File: config.mk
export PLATFORM = sky130hd
export DESIGN_NAME = mem_stage_flat
export DESIGN_NICKNAME = d
export VERILOG_FILES = /design/src/rtl/mem_stage_pkg.sv /design/src/rtl/mem_stage_if.sv /design/src/rtl/mem_stage_load_align.sv /design/src/rtl/mem_stage.sv /design/src/flat_wrapper.sv
export SDC_FILE = /design/constraint.sdc
export NUM_CORES = 1
export LEC_CHECK = 0
export CAP_MARGIN = 0
export CORE_UTILIZATION = 41
export DETAILED_ROUTE_END_ITERATION = 6
export PLACE_DENSITY_LB_ADDON = 0.3
export SYNTH_ARGS = -nofsm -noshare
export SYNTH_HDL_FRONTEND = slang
export SYNTH_SLANG_ARGS = --single-unit
File: constraint.sdc
create_clock -name clk -period 4.9 [get_ports clk]
set_input_delay 0.98 -clock clk [delete_from_list [all_inputs] [get_ports clk]]
set_output_delay 0.98 -clock clk [all_outputs]
set_load 0.05 [all_outputs]
File: src/rtl/mem_stage_pkg.sv
// Shared CPU defines for the memory stage: load/store funct3 codes, the
// memory FSM state encoding and small helpers for byte-lane handling.
package mem_stage_pkg;

  // funct3 codes for loads and stores (size in [1:0], unsigned flag in [2])
  localparam logic [2:0] F3_B  = 3'b000;
  localparam logic [2:0] F3_H  = 3'b001;
  localparam logic [2:0] F3_W  = 3'b010;
  localparam logic [2:0] F3_BU = 3'b100;
  localparam logic [2:0] F3_HU = 3'b101;

  typedef enum logic [1:0] {
    ST_IDLE = 2'd0,
    ST_REQ  = 2'd1,
    ST_WAIT = 2'd2
  } mem_state_e;

  // Byte enables for an access of the given size at the given lane
  function automatic logic [3:0] byte_enable(input logic [2:0] f3, input logic [1:0] lo);
    logic [3:0] be;
    case (f3[1:0])
      2'b00:   be = 4'b0001 << lo;
      2'b01:   be = 4'b0011 << {lo[1], 1'b0};
      default: be = 4'b1111;
    endcase
    return be;
  endfunction

  // Store data replicated across every lane the size allows
  function automatic logic [31:0] store_wdata(input logic [2:0] f3, input logic [31:0] d);
    logic [31:0] w;
    case (f3[1:0])
      2'b00:   w = {4{d[7:0]}};
      2'b01:   w = {2{d[15:0]}};
      default: w = d;
    endcase
    return w;
  endfunction

  // True when the low address bits break natural alignment for the size
  function automatic logic is_misaligned(input logic [2:0] f3, input logic [1:0] lo);
    logic m;
    case (f3[1:0])
      2'b01:   m = lo[0];
      2'b10:   m = (lo != 2'b00);
      default: m = 1'b0;
    endcase
    return m;
  endfunction

  // Low address bits rounded down to natural alignment for the size
  function automatic logic [1:0] align_addr_lo(input logic [2:0] f3, input logic [1:0] lo);
    logic [1:0] a;
    case (f3[1:0])
      2'b01:   a = {lo[1], 1'b0};
      2'b10:   a = 2'b00;
      default: a = lo;
    endcase
    return a;
  endfunction

endpackage

File: src/rtl/mem_stage_if.sv
// Data-memory bus between the memory stage (master) and the data memory (slave).
interface mem_stage_if #(
  parameter int DMEM_ADDR_W = 32
);
  logic                   dmem_req;
  logic                   dmem_we;
  logic [DMEM_ADDR_W-1:0] dmem_addr;
  logic [3:0]             dmem_be;
  logic [31:0]            dmem_wdata;
  logic                   dmem_gnt;
  logic                   dmem_rvalid;
  logic [31:0]            dmem_rdata;

  modport master (
    output dmem_req, dmem_we, dmem_addr, dmem_be, dmem_wdata,
    input  dmem_gnt, dmem_rvalid, dmem_rdata
  );

  modport slave (
    input  dmem_req, dmem_we, dmem_addr, dmem_be, dmem_wdata,
    output dmem_gnt, dmem_rvalid, dmem_rdata
  );
endinterface

File: src/rtl/mem_stage_load_align.sv
// Load lane selection and sign/zero extension for the memory stage.
module mem_stage_load_align
  import mem_stage_pkg::*;
(
  input  logic [31:0] rdata_i,
  input  logic [1:0]  addr_lo_i,
  input  logic [2:0]  funct3_i,
  output logic [31:0] data_o
);

  logic [31:0] shifted;

  // Move the addressed lane down to bit 0, then extend to 32 bits by size and sign
  always_comb begin
    shifted = rdata_i >> {addr_lo_i, 3'b000};
    data_o  = shifted;
    case (funct3_i)
      F3_B:    data_o = {{24{shifted[7]}}, shifted[7:0]};
      F3_BU:   data_o = {24'h0, shifted[7:0]};
      F3_H:    data_o = {{16{shifted[15]}}, shifted[15:0]};
      F3_HU:   data_o = {16'h0, shifted[15:0]};
      F3_W:    data_o = rdata_i;
      default: data_o = rdata_i;
    endcase
  end

endmodule

File: src/rtl/mem_stage.sv
// Memory stage of the dual-issue pipeline: issue A may load/store over the
// data bus, issue B is ALU-only and moves in lockstep with A.
// Optional feature: define MEM_MISALIGN_TRAP_EN to trap misaligned accesses
// instead of silently forcing natural alignment.
module mem_stage
  import mem_stage_pkg::*;
#(
  parameter int DMEM_ADDR_W = 32
) (
  input  logic        clk,
  input  logic        rst_n,
  input  logic [31:0] ia_alu_out,
  input  logic [31:0] ia_rs2_data,
  input  logic [4:0]  ia_rd_addr,
  input  logic        ia_reg_write,
  input  logic        ia_mem_read,
  input  logic        ia_mem_write,
  input  logic [2:0]  ia_funct3,
  input  logic [31:0] ib_alu_out,
  input  logic [4:0]  ib_rd_addr,
  input  logic        ib_reg_write,
  mem_stage_if.master dmem,
  output logic        mem_stall,
  output logic [31:0] oa_wb_data,
  output logic [4:0]  oa_rd_addr,
  output logic        oa_reg_write,
  output logic [31:0] ob_wb_data,
  output logic [4:0]  ob_rd_addr,
  output logic        ob_reg_write,
  output logic        oa_misalign
);

  mem_state_e             state_q;
  logic                   hold_we_q;
  logic [DMEM_ADDR_W-1:0] hold_addr_q;
  logic [3:0]             hold_be_q;
  logic [31:0]            hold_wdata_q;
  logic [2:0]             hold_funct3_q;
  logic [1:0]             hold_addr_lo_q;

  logic [31:0] oa_wb_data_q, ob_wb_data_q;
  logic [4:0]  oa_rd_addr_q, ob_rd_addr_q;
  logic        oa_reg_write_q, ob_reg_write_q, oa_misalign_q;

  logic        mem_op_raw, mem_op, misaligned, op_active;
  logic [1:0]  addr_lo_eff;
  logic [31:0] req_addr;
  logic        in_req, req_is_store, granted, store_done, load_done;
  logic [31:0] load_data;

  assign mem_op_raw = ia_mem_read | ia_mem_write;

`ifdef MEM_MISALIGN_TRAP_EN
  assign misaligned  = mem_op_raw & is_misaligned(ia_funct3, ia_alu_out[1:0]);
  assign addr_lo_eff = ia_alu_out[1:0];
`else
  assign misaligned  = 1'b0;
  assign addr_lo_eff = align_addr_lo(ia_funct3, ia_alu_out[1:0]);
`endif

  assign mem_op    = mem_op_raw & ~misaligned;
  assign req_addr  = {ia_alu_out[31:2], addr_lo_eff};
  assign in_req    = (state_q == ST_REQ);
  assign op_active = (state_q != ST_IDLE) | mem_op;

  // While in REQ the bus is driven from the captured copy so it cannot move before the grant
  assign dmem.dmem_req   = rst_n & (((state_q == ST_IDLE) & mem_op) | in_req);
  assign dmem.dmem_we    = in_req ? hold_we_q    : ia_mem_write;
  assign dmem.dmem_addr  = in_req ? hold_addr_q  : req_addr[DMEM_ADDR_W-1:0];
  assign dmem.dmem_be    = in_req ? hold_be_q    : byte_enable(ia_funct3, addr_lo_eff);
  assign dmem.dmem_wdata = in_req ? hold_wdata_q : store_wdata(ia_funct3, ia_rs2_data);

  assign req_is_store = in_req ? hold_we_q : ia_mem_write;
  assign granted      = dmem.dmem_req & dmem.dmem_gnt;
  assign store_done   = granted & req_is_store;
  assign load_done    = (state_q == ST_WAIT) & dmem.dmem_rvalid;
  assign mem_stall    = rst_n & op_active & ~(store_done | load_done);

  mem_stage_load_align load_align (
    .rdata_i   (dmem.dmem_rdata),
    .addr_lo_i (hold_addr_lo_q),
    .funct3_i  (hold_funct3_q),
    .data_o    (load_data)
  );

  // Bus FSM: issue the request, hold it until granted, then wait for load data
  always_ff @(posedge clk or negedge rst_n) begin
    if (!rst_n) begin
      state_q        <= ST_IDLE;
      hold_we_q      <= 1'b0;
      hold_addr_q    <= '0;
      hold_be_q      <= 4'h0;
      hold_wdata_q   <= 32'h0;
      hold_funct3_q  <= 3'b000;
      hold_addr_lo_q <= 2'b00;
    end else begin
      case (state_q)
        ST_IDLE: begin
          if (mem_op) begin
            hold_we_q      <= ia_mem_write;
            hold_addr_q    <= req_addr[DMEM_ADDR_W-1:0];
            hold_be_q      <= byte_enable(ia_funct3, addr_lo_eff);
            hold_wdata_q   <= store_wdata(ia_funct3, ia_rs2_data);
            hold_funct3_q  <= ia_funct3;
            hold_addr_lo_q <= addr_lo_eff;
            if (dmem.dmem_gnt) begin
              state_q <= ia_mem_write ? ST_IDLE : ST_WAIT;
            end else begin
              state_q <= ST_REQ;
            end
          end
        end
        ST_REQ: begin
          if (dmem.dmem_gnt) begin
            state_q <= hold_we_q ? ST_IDLE : ST_WAIT;
          end
        end
        ST_WAIT: begin
          if (dmem.dmem_rvalid) begin
            state_q <= ST_IDLE;
          end
        end
        default: state_q <= ST_IDLE;
      endcase
    end
  end

  // MEM/WB buffer: bubbles out both issues while stalled, otherwise advances A and B together
  always_ff @(posedge clk or negedge rst_n) begin
    if (!rst_n) begin
      oa_wb_data_q   <= 32'h0;
      oa_rd_addr_q   <= 5'd0;
      oa_reg_write_q <= 1'b0;
      ob_wb_data_q   <= 32'h0;
      ob_rd_addr_q   <= 5'd0;
      ob_reg_write_q <= 1'b0;
      oa_misalign_q  <= 1'b0;
    end else begin
      oa_misalign_q <= misaligned & (state_q == ST_IDLE);
      if (mem_stall) begin
        oa_reg_write_q <= 1'b0;
        ob_reg_write_q <= 1'b0;
      end else begin
        oa_wb_data_q   <= load_done ? load_data : ia_alu_out;
        oa_rd_addr_q   <= ia_rd_addr;
        oa_reg_write_q <= ia_reg_write & ~misaligned;
        ob_wb_data_q   <= ib_alu_out;
        ob_rd_addr_q   <= ib_rd_addr;
        ob_reg_write_q <= ib_reg_write;
      end
    end
  end

  assign oa_wb_data   = oa_wb_data_q;
  assign oa_rd_addr   = oa_rd_addr_q;
  assign oa_reg_write = oa_reg_write_q;
  assign ob_wb_data   = ob_wb_data_q;
  assign ob_rd_addr   = ob_rd_addr_q;
  assign ob_reg_write = ob_reg_write_q;
  assign oa_misalign  = oa_misalign_q;

endmodule
File: src/flat_wrapper.sv
// flat-port wrapper written by rule: the top's interface ports become plain ports
module mem_stage_flat import mem_stage_pkg::*;
#(
  parameter int DMEM_ADDR_W = 32
)
  (clk, rst_n, ia_alu_out, ia_rs2_data, ia_rd_addr, ia_reg_write, ia_mem_read, ia_mem_write, ia_funct3, ib_alu_out, ib_rd_addr, ib_reg_write, mem_stall, oa_wb_data, oa_rd_addr, oa_reg_write, ob_wb_data, ob_rd_addr, ob_reg_write, oa_misalign, dmem_dmem_req, dmem_dmem_we, dmem_dmem_addr, dmem_dmem_be, dmem_dmem_wdata, dmem_dmem_gnt, dmem_dmem_rvalid, dmem_dmem_rdata);
  mem_stage_if #(.DMEM_ADDR_W(DMEM_ADDR_W)) dmem_i ();
  input  logic clk;
  input  logic rst_n;
  input  logic [31:0] ia_alu_out;
  input  logic [31:0] ia_rs2_data;
  input  logic [4:0] ia_rd_addr;
  input  logic ia_reg_write;
  input  logic ia_mem_read;
  input  logic ia_mem_write;
  input  logic [2:0] ia_funct3;
  input  logic [31:0] ib_alu_out;
  input  logic [4:0] ib_rd_addr;
  input  logic ib_reg_write;
  output logic mem_stall;
  output logic [31:0] oa_wb_data;
  output logic [4:0] oa_rd_addr;
  output logic oa_reg_write;
  output logic [31:0] ob_wb_data;
  output logic [4:0] ob_rd_addr;
  output logic ob_reg_write;
  output logic oa_misalign;
  output wire logic [$bits(dmem_i.dmem_req)-1:0] dmem_dmem_req;
  output wire logic [$bits(dmem_i.dmem_we)-1:0] dmem_dmem_we;
  output wire logic [$bits(dmem_i.dmem_addr)-1:0] dmem_dmem_addr;
  output wire logic [$bits(dmem_i.dmem_be)-1:0] dmem_dmem_be;
  output wire logic [$bits(dmem_i.dmem_wdata)-1:0] dmem_dmem_wdata;
  input wire logic [$bits(dmem_i.dmem_gnt)-1:0] dmem_dmem_gnt;
  input wire logic [$bits(dmem_i.dmem_rvalid)-1:0] dmem_dmem_rvalid;
  input wire logic [$bits(dmem_i.dmem_rdata)-1:0] dmem_dmem_rdata;
  assign dmem_dmem_req = dmem_i.dmem_req;
  assign dmem_dmem_we = dmem_i.dmem_we;
  assign dmem_dmem_addr = dmem_i.dmem_addr;
  assign dmem_dmem_be = dmem_i.dmem_be;
  assign dmem_dmem_wdata = dmem_i.dmem_wdata;
  assign dmem_i.dmem_gnt = dmem_dmem_gnt;
  assign dmem_i.dmem_rvalid = dmem_dmem_rvalid;
  assign dmem_i.dmem_rdata = dmem_dmem_rdata;
  mem_stage #(.DMEM_ADDR_W(DMEM_ADDR_W)) u_core (.clk(clk), .rst_n(rst_n), .ia_alu_out(ia_alu_out), .ia_rs2_data(ia_rs2_data), .ia_rd_addr(ia_rd_addr), .ia_reg_write(ia_reg_write), .ia_mem_read(ia_mem_read), .ia_mem_write(ia_mem_write), .ia_funct3(ia_funct3), .ib_alu_out(ib_alu_out), .ib_rd_addr(ib_rd_addr), .ib_reg_write(ib_reg_write), .dmem(dmem_i), .mem_stall(mem_stall), .oa_wb_data(oa_wb_data), .oa_rd_addr(oa_rd_addr), .oa_reg_write(oa_reg_write), .ob_wb_data(ob_wb_data), .ob_rd_addr(ob_rd_addr), .ob_reg_write(ob_reg_write), .oa_misalign(oa_misalign));
endmodule
## Word level (Yosys, flattened, before mapping)

Cells that the tools add are included.

- Bitwise gates (word level): 12
- Muxes and demuxes: 18
- Reductions and logical operators: 6
- Eq/ne operators: 10
- Shift operators: 3

Operators with widths:

| kind | count |
|---|---|
| one-hot mux 32 bit (4 select lines) | 1 |
| two-way mux 32 bit | 3 |
| one-hot mux 32 bit (2 select lines) | 1 |
| right shift 32 x 5 -> 16 bit | 1 |
| two-way mux 2 bit | 6 |
| one-hot mux 4 bit (2 select lines) | 1 |
| AND 1 bit | 7 |
| == test 3 bit (second input constant) | 2 |
| one-hot mux 2 bit (3 select lines) | 1 |
| == test 2 x 1 -> 1 bit (second input constant) | 2 |
| == test 2 bit (second input constant) | 2 |
| zero test 2 bit | 2 |
| two-way mux 4 bit | 1 |
| inequality test 2 bit (second input constant) | 2 |
| bitwise OR 1 bit | 4 |
| one-hot mux 2 bit (2 select lines) | 1 |
| left shift 1 x 2 -> 4 bit (first input constant) | 1 |
| left shift 2 x 2 -> 4 bit (first input constant) | 1 |
| == test 3 x 1 -> 1 bit (second input constant) | 1 |
| zero test 3 bit | 1 |
| two-way mux 1 bit | 3 |
| AND reduction 3 bit | 1 |
| inequality test 2 x 1 -> 1 bit (second input constant) | 1 |
| AND reduction 2 bit | 1 |
| 2 further kinds | 2 |

- Flip-flop bits (word level): 152
- Word-level logic and storage cells: 62
- Output and inout port bits: 148

## Logic depth before layout (Yosys ltp)

- Word-level depth: 10
- Depth in mapped cells: 9
- Mapped depth without buffers: 6

## Modules after synthesis

Synthesis repeated with hierarchy kept, for this count alone.

- Cells, all modules: 763
- Area total of the unflattened synthesis: 7935.1 um^2

By module, submodules not included:

| module | seq. area each (um^2) | times used | area an instance (um^2) | cells an instance |
|---|---|---|---|---|
| mem_stage | 3753.6 | 1 | 7219.4 | 652 |
| mem_stage_load_align | 0.0 | 1 | 715.7 | 111 |

## Worst setup path after synthesis

No wires, ideal clock.

- Path kind: input to output
- Start point: in ia_funct3[1]
- End point: out dmem_dmem_wdata[16]
- Stages: 8
- Path buffers: 3
- Arrival: 3.187 ns
- Path slack: 0.733 ns
- Required time: 3.920 ns
- Cell sequence: clkbuf_1 -> inv_1 -> ha_1 -> clkbuf_1 -> nor2_1 -> clkbuf_1 -> a21oi_1 -> a21oi_1

- Cells in the longest elaborated chain, start to end: 3
- Elaborated cells on any way between the ends: 4

RTL lines:

| what | RTL line | RTL |
|---|---|---|
| from (decl) | flat_wrapper.sv:16 | `input logic [2:0] ia_funct3;` |
| == test 2 x 1 -> 1 bit / zero test 2 bit (equally long branches) | mem_stage_pkg.sv:32 | `case (f3[1:0])` |
| one-hot mux 32 bit (2 select lines) (*) | mem_stage_pkg.sv:32 |  |
| two-way mux 32 bit (*) | mem_stage.sv:71 | `assign dmem.dmem_wdata = in_req ? hold_wdata_q : store_wdata(ia_funct3, ia_rs2_data);` |
| to (decl) | flat_wrapper.sv:32 | `output wire logic [$bits(dmem_i.dmem_wdata)-1:0] dmem_dmem_wdata;` |

Every way passes the cells marked *; elsewhere a longest branch is shown, timed or not.

## Worst setup path after layout

- Start point: in ia_funct3[1]
- End point: out dmem_dmem_wdata[18]

The elaborated chain is that of the path after synthesis.

==> impl_metrics.toml <==
[detailed_routing]
first_iter_violations = 444
drc = 0
detail_route.wl_per_cell_um = 18.4
firstDrtPassIters = 5
wl_mm = 24.7
ant_nets = 0
vias_per_cell = 5.35
vias = 7205

[power_and_ir_drop]
switching_power_mw = 2.45
clkPwrFrac = 0.225
comb_power_share = 0.475
vdd_drop_max_mv = 0.269
swShare = 0.425
pwr_density_cell_nw_per_um2 = 486
leakagePower_nw = 4.93
power_frac_seq = 0.300
total_power_mw = 5.75
cell_internal_pwr_mw = 3.30

[synthesis]
synth.area.top_cells = "dfrtp_1, mux2_2, nand2_1"
synthDistinctLibCells = 51
postSynthAreaPerCell_um2 = 9.66
seq_area_frac_synth = 0.475
async_flop_share = 1.00
synth_edf_count = 0
syn_nets = 969
netlist_area_um2 = 7910
synth_flop_cell = "dfrtp_1"
synth.top_cell.area_share = 0.475
ys_seq_elements = 150
ys_warn_count = 0
yosysTopAreaCell = "dfrtp_1"
netlist_instances = 818

[cells_and_area]
final_cells = 1347
fin_nets = 1225
final_common_cell = "clkdlybuf4s50_1"
drive_gt1_frac = 0.162
syn_to_final_growth_pct = 49.7
antenna_cells = 0
final_cell_mix = "clkdlybuf4s50_1, nand2_1, dfrtp_1, mux2_2, a21oi_1"
nFillCells = 1580
fin_area_um2 = 11800

[setup_path]
setup.worst_path.start_class = "input pin"
crit_path_frequent_cell = "a21oi_1"
endpoint_kind = "output port"
cp.required_ns = 3.92
critPathMaxStageDelay_ns = 0.64
cp.arrival_ns = 3.36
cpMaxStageDelayCell = "ha_1"
cp.buffers_inverters = 4
cp_max_fo = 22
crit_family = "buffers and inverters"
crit_type = "in2out"
cp_cell_sequence = "clkdlybuf4s50_1 > inv_1 > ha_1 > nor2_1 > buf_4 > nor3b_1 > a21oi_1 > a21oi_1 > buf_12"

[sta]
hold_viol_final = 0
tightest_slew_ns = 1.16
worst_slack_ns = 0.555
finalSetupTns_ns = 0
fmax_ghz = 0.230
drv_slew = 0
fin_crit_ns = 4.34
skew_ns = 0.00993
max-slew-margin-rel = 0.228
period_share = 0.887
setup_violations = 0
rsz0062_at_grt = "no"

[floorplanning]
dieArea_um2 = 19800
io_pins = 297
core_area_um2 = 18800
dieWidth_um = 141
num_rows = 50
initial_core_util = 0.420
fp.dieH_um = 141

[cts]
cts-root-buf = "clkbuf_16"
ctsResizeCount = 0
clkSinkCount = 150
htreeDepth = 4
insertion_delay_ns = 0.42
postCtsSetupRepairBufs = 0
cts_max_path_buffers = 2
cts_buffers = 17
ctsHoldBuffers = 0
cts_tree = "yes"
path_clk_slew_ns = 0.06

[grt]
grt-ovfl-total = 0
grtUsageMet2 = 0.422
grtUsageMet1 = 0.332
grt_pass1_vias = 7115
gr-usage-met3 = 0.0690
grt-busiest-layer = "met2"
antenna_found_initial = 0
grt_pass1_wl_mm = 39.6
grt_max_degree = 83
track_usage = 0.257

[place]
globalplace.congestion = 0.850
hpwl_mm = 17.6
dpl_cell_area_um2 = 11300
pre_cts_slack_ns = 0.593
portBuffers = 295
place_inst = 1315

[worst_hold_path]
worstHoldPathType = "reg2reg"

[job]
maxCapViolCount = 0

[status]
status = "complete, no violations"
## tightest hold or removal path, delay by kind of cell, from the launching register on
family	cells	cell delay, ns
AO/OA/AOI/OAI	1	0.06
flip-flops	1	0.34
AND/OR/NAND/NOR	1	0.05
## power groups by stage
stage	clock network (mW)	registers, mW	logic (mW)
5_1_grt	1.37	1.77	2.89
2_1_floorplan	0	2.10	1.34
3_3_place_gp	0	1.73	2.72
4_1_cts	1.32	1.73	2.75
3_5_place_dp	0	1.74	2.74
6_report	1.29	1.73	2.73
## kinds of logic after synthesis
| kind of cell | after synthesis | synth area share |
|---|---|---|
| buffers and inverters | 88 | 0.0503 |
| flip-flops | 150 | 0.475 |
| multiplexers | 101 | 0.143 |
| AND/OR/NAND/NOR | 270 | 0.152 |
| other | 1 | 0.000474 |
| AO/OA/AOI/OAI | 206 | 0.176 |
| adder cells (fa/ha/maj) | 2 | 0.00317 |
## path summary, 6_finish.rpt
check | startpoint | to | slack (ns) | cells after the start
worst min register to register | u_core.hold_wdata_q[11]$_DFFE_PN0P_ | u_core.hold_wdata_q[11]$_DFFE_PN0P_ | 0.48 | 2
worst min-delay path | u_core.hold_wdata_q[11]$_DFFE_PN0P_ | u_core.hold_wdata_q[11]$_DFFE_PN0P_ | 0.48 | 2
max in group asynchronous | rst_n | u_core.oa_wb_data[20]$_DFFE_PN0N_ | 3.44 | 2
worst max-delay path | ia_funct3[1] | dmem_dmem_wdata[18] | 0.56 | 9
min in group asynchronous | rst_n | u_core.hold_wdata_q[3]$_DFFE_PN0P_ | 0.80 | 2
worst max register to register | u_core.state_q[0]$_DFFE_PN0P_ | u_core.ob_wb_data[10]$_DFFE_PN0N_ | 2.13 | 6
## layout make-up
| class | count | area (um2) | share of cell area |
|---|---|---|---|
| clock buffer | 18 | 439 | 0.0371 |
| clock inverter | 14 | 140 | 0.0118 |
| inverter | 15 | 58.8 | 0.00497 |
| multi-input combinational | 580 | 3790 | 0.320 |
| sequential | 150 | 3750 | 0.317 |
| tap | 260 | 325 | 0.0275 |
| timing repair buffer | 310 | 3330 | 0.282 |
## cells in the mapped netlist, types with 7 or more instances
cell type	number
a22oi_1	10
a22o_1	9
a31oi_1	7
dfrtp_1	150
nor2_1	32
nand2_1	168
nand2b_1	9
inv_1	14
o2bb2ai_1	16
nand3b_1	15
o22ai_1	18
o211ai_1	11
a221oi_1	23
mux2i_1	15
o21ai_0	44
buf_2	13
nor3_1	16
clkbuf_1	48
mux2_2	85
nand3_1	8
nor3b_1	8
a21oi_1	46
## sequential cells by signal, summed over array words and instances (netlist names)
signal and cells:
u_core.hold_addr_lo_q 1, u_core.hold_addr_q 31, u_core.hold_be_q 4, u_core.hold_funct3_q 3, u_core.hold_wdata_q 32, u_core.hold_we_q 1
u_core.oa_rd_addr 5, u_core.oa_reg_write 1, u_core.oa_wb_data 32, u_core.ob_rd_addr 5, u_core.ob_reg_write 1, u_core.ob_wb_data 32
u_core.state_q 2
## per-layer routing
metal | routed length (um) | vias to the layer above
li1 | - | 3418
met1 | 10600 | 3502
met2 | 11900 | 255
met3 | 1780 | 30
met4 | 465 | 0
met5 | 0 | -
## per-stage QoR
stage | util | hold slack, ns
finish | 0.629 | 0.483
global route | 0.629 | 0.515
CTS | 0.629 | 0.487
detailed placement | 0.598 | 0.472
global placement | 0.598 | 0.464
floorplan | - | 0.451
(Power assumes the default switching activity.)
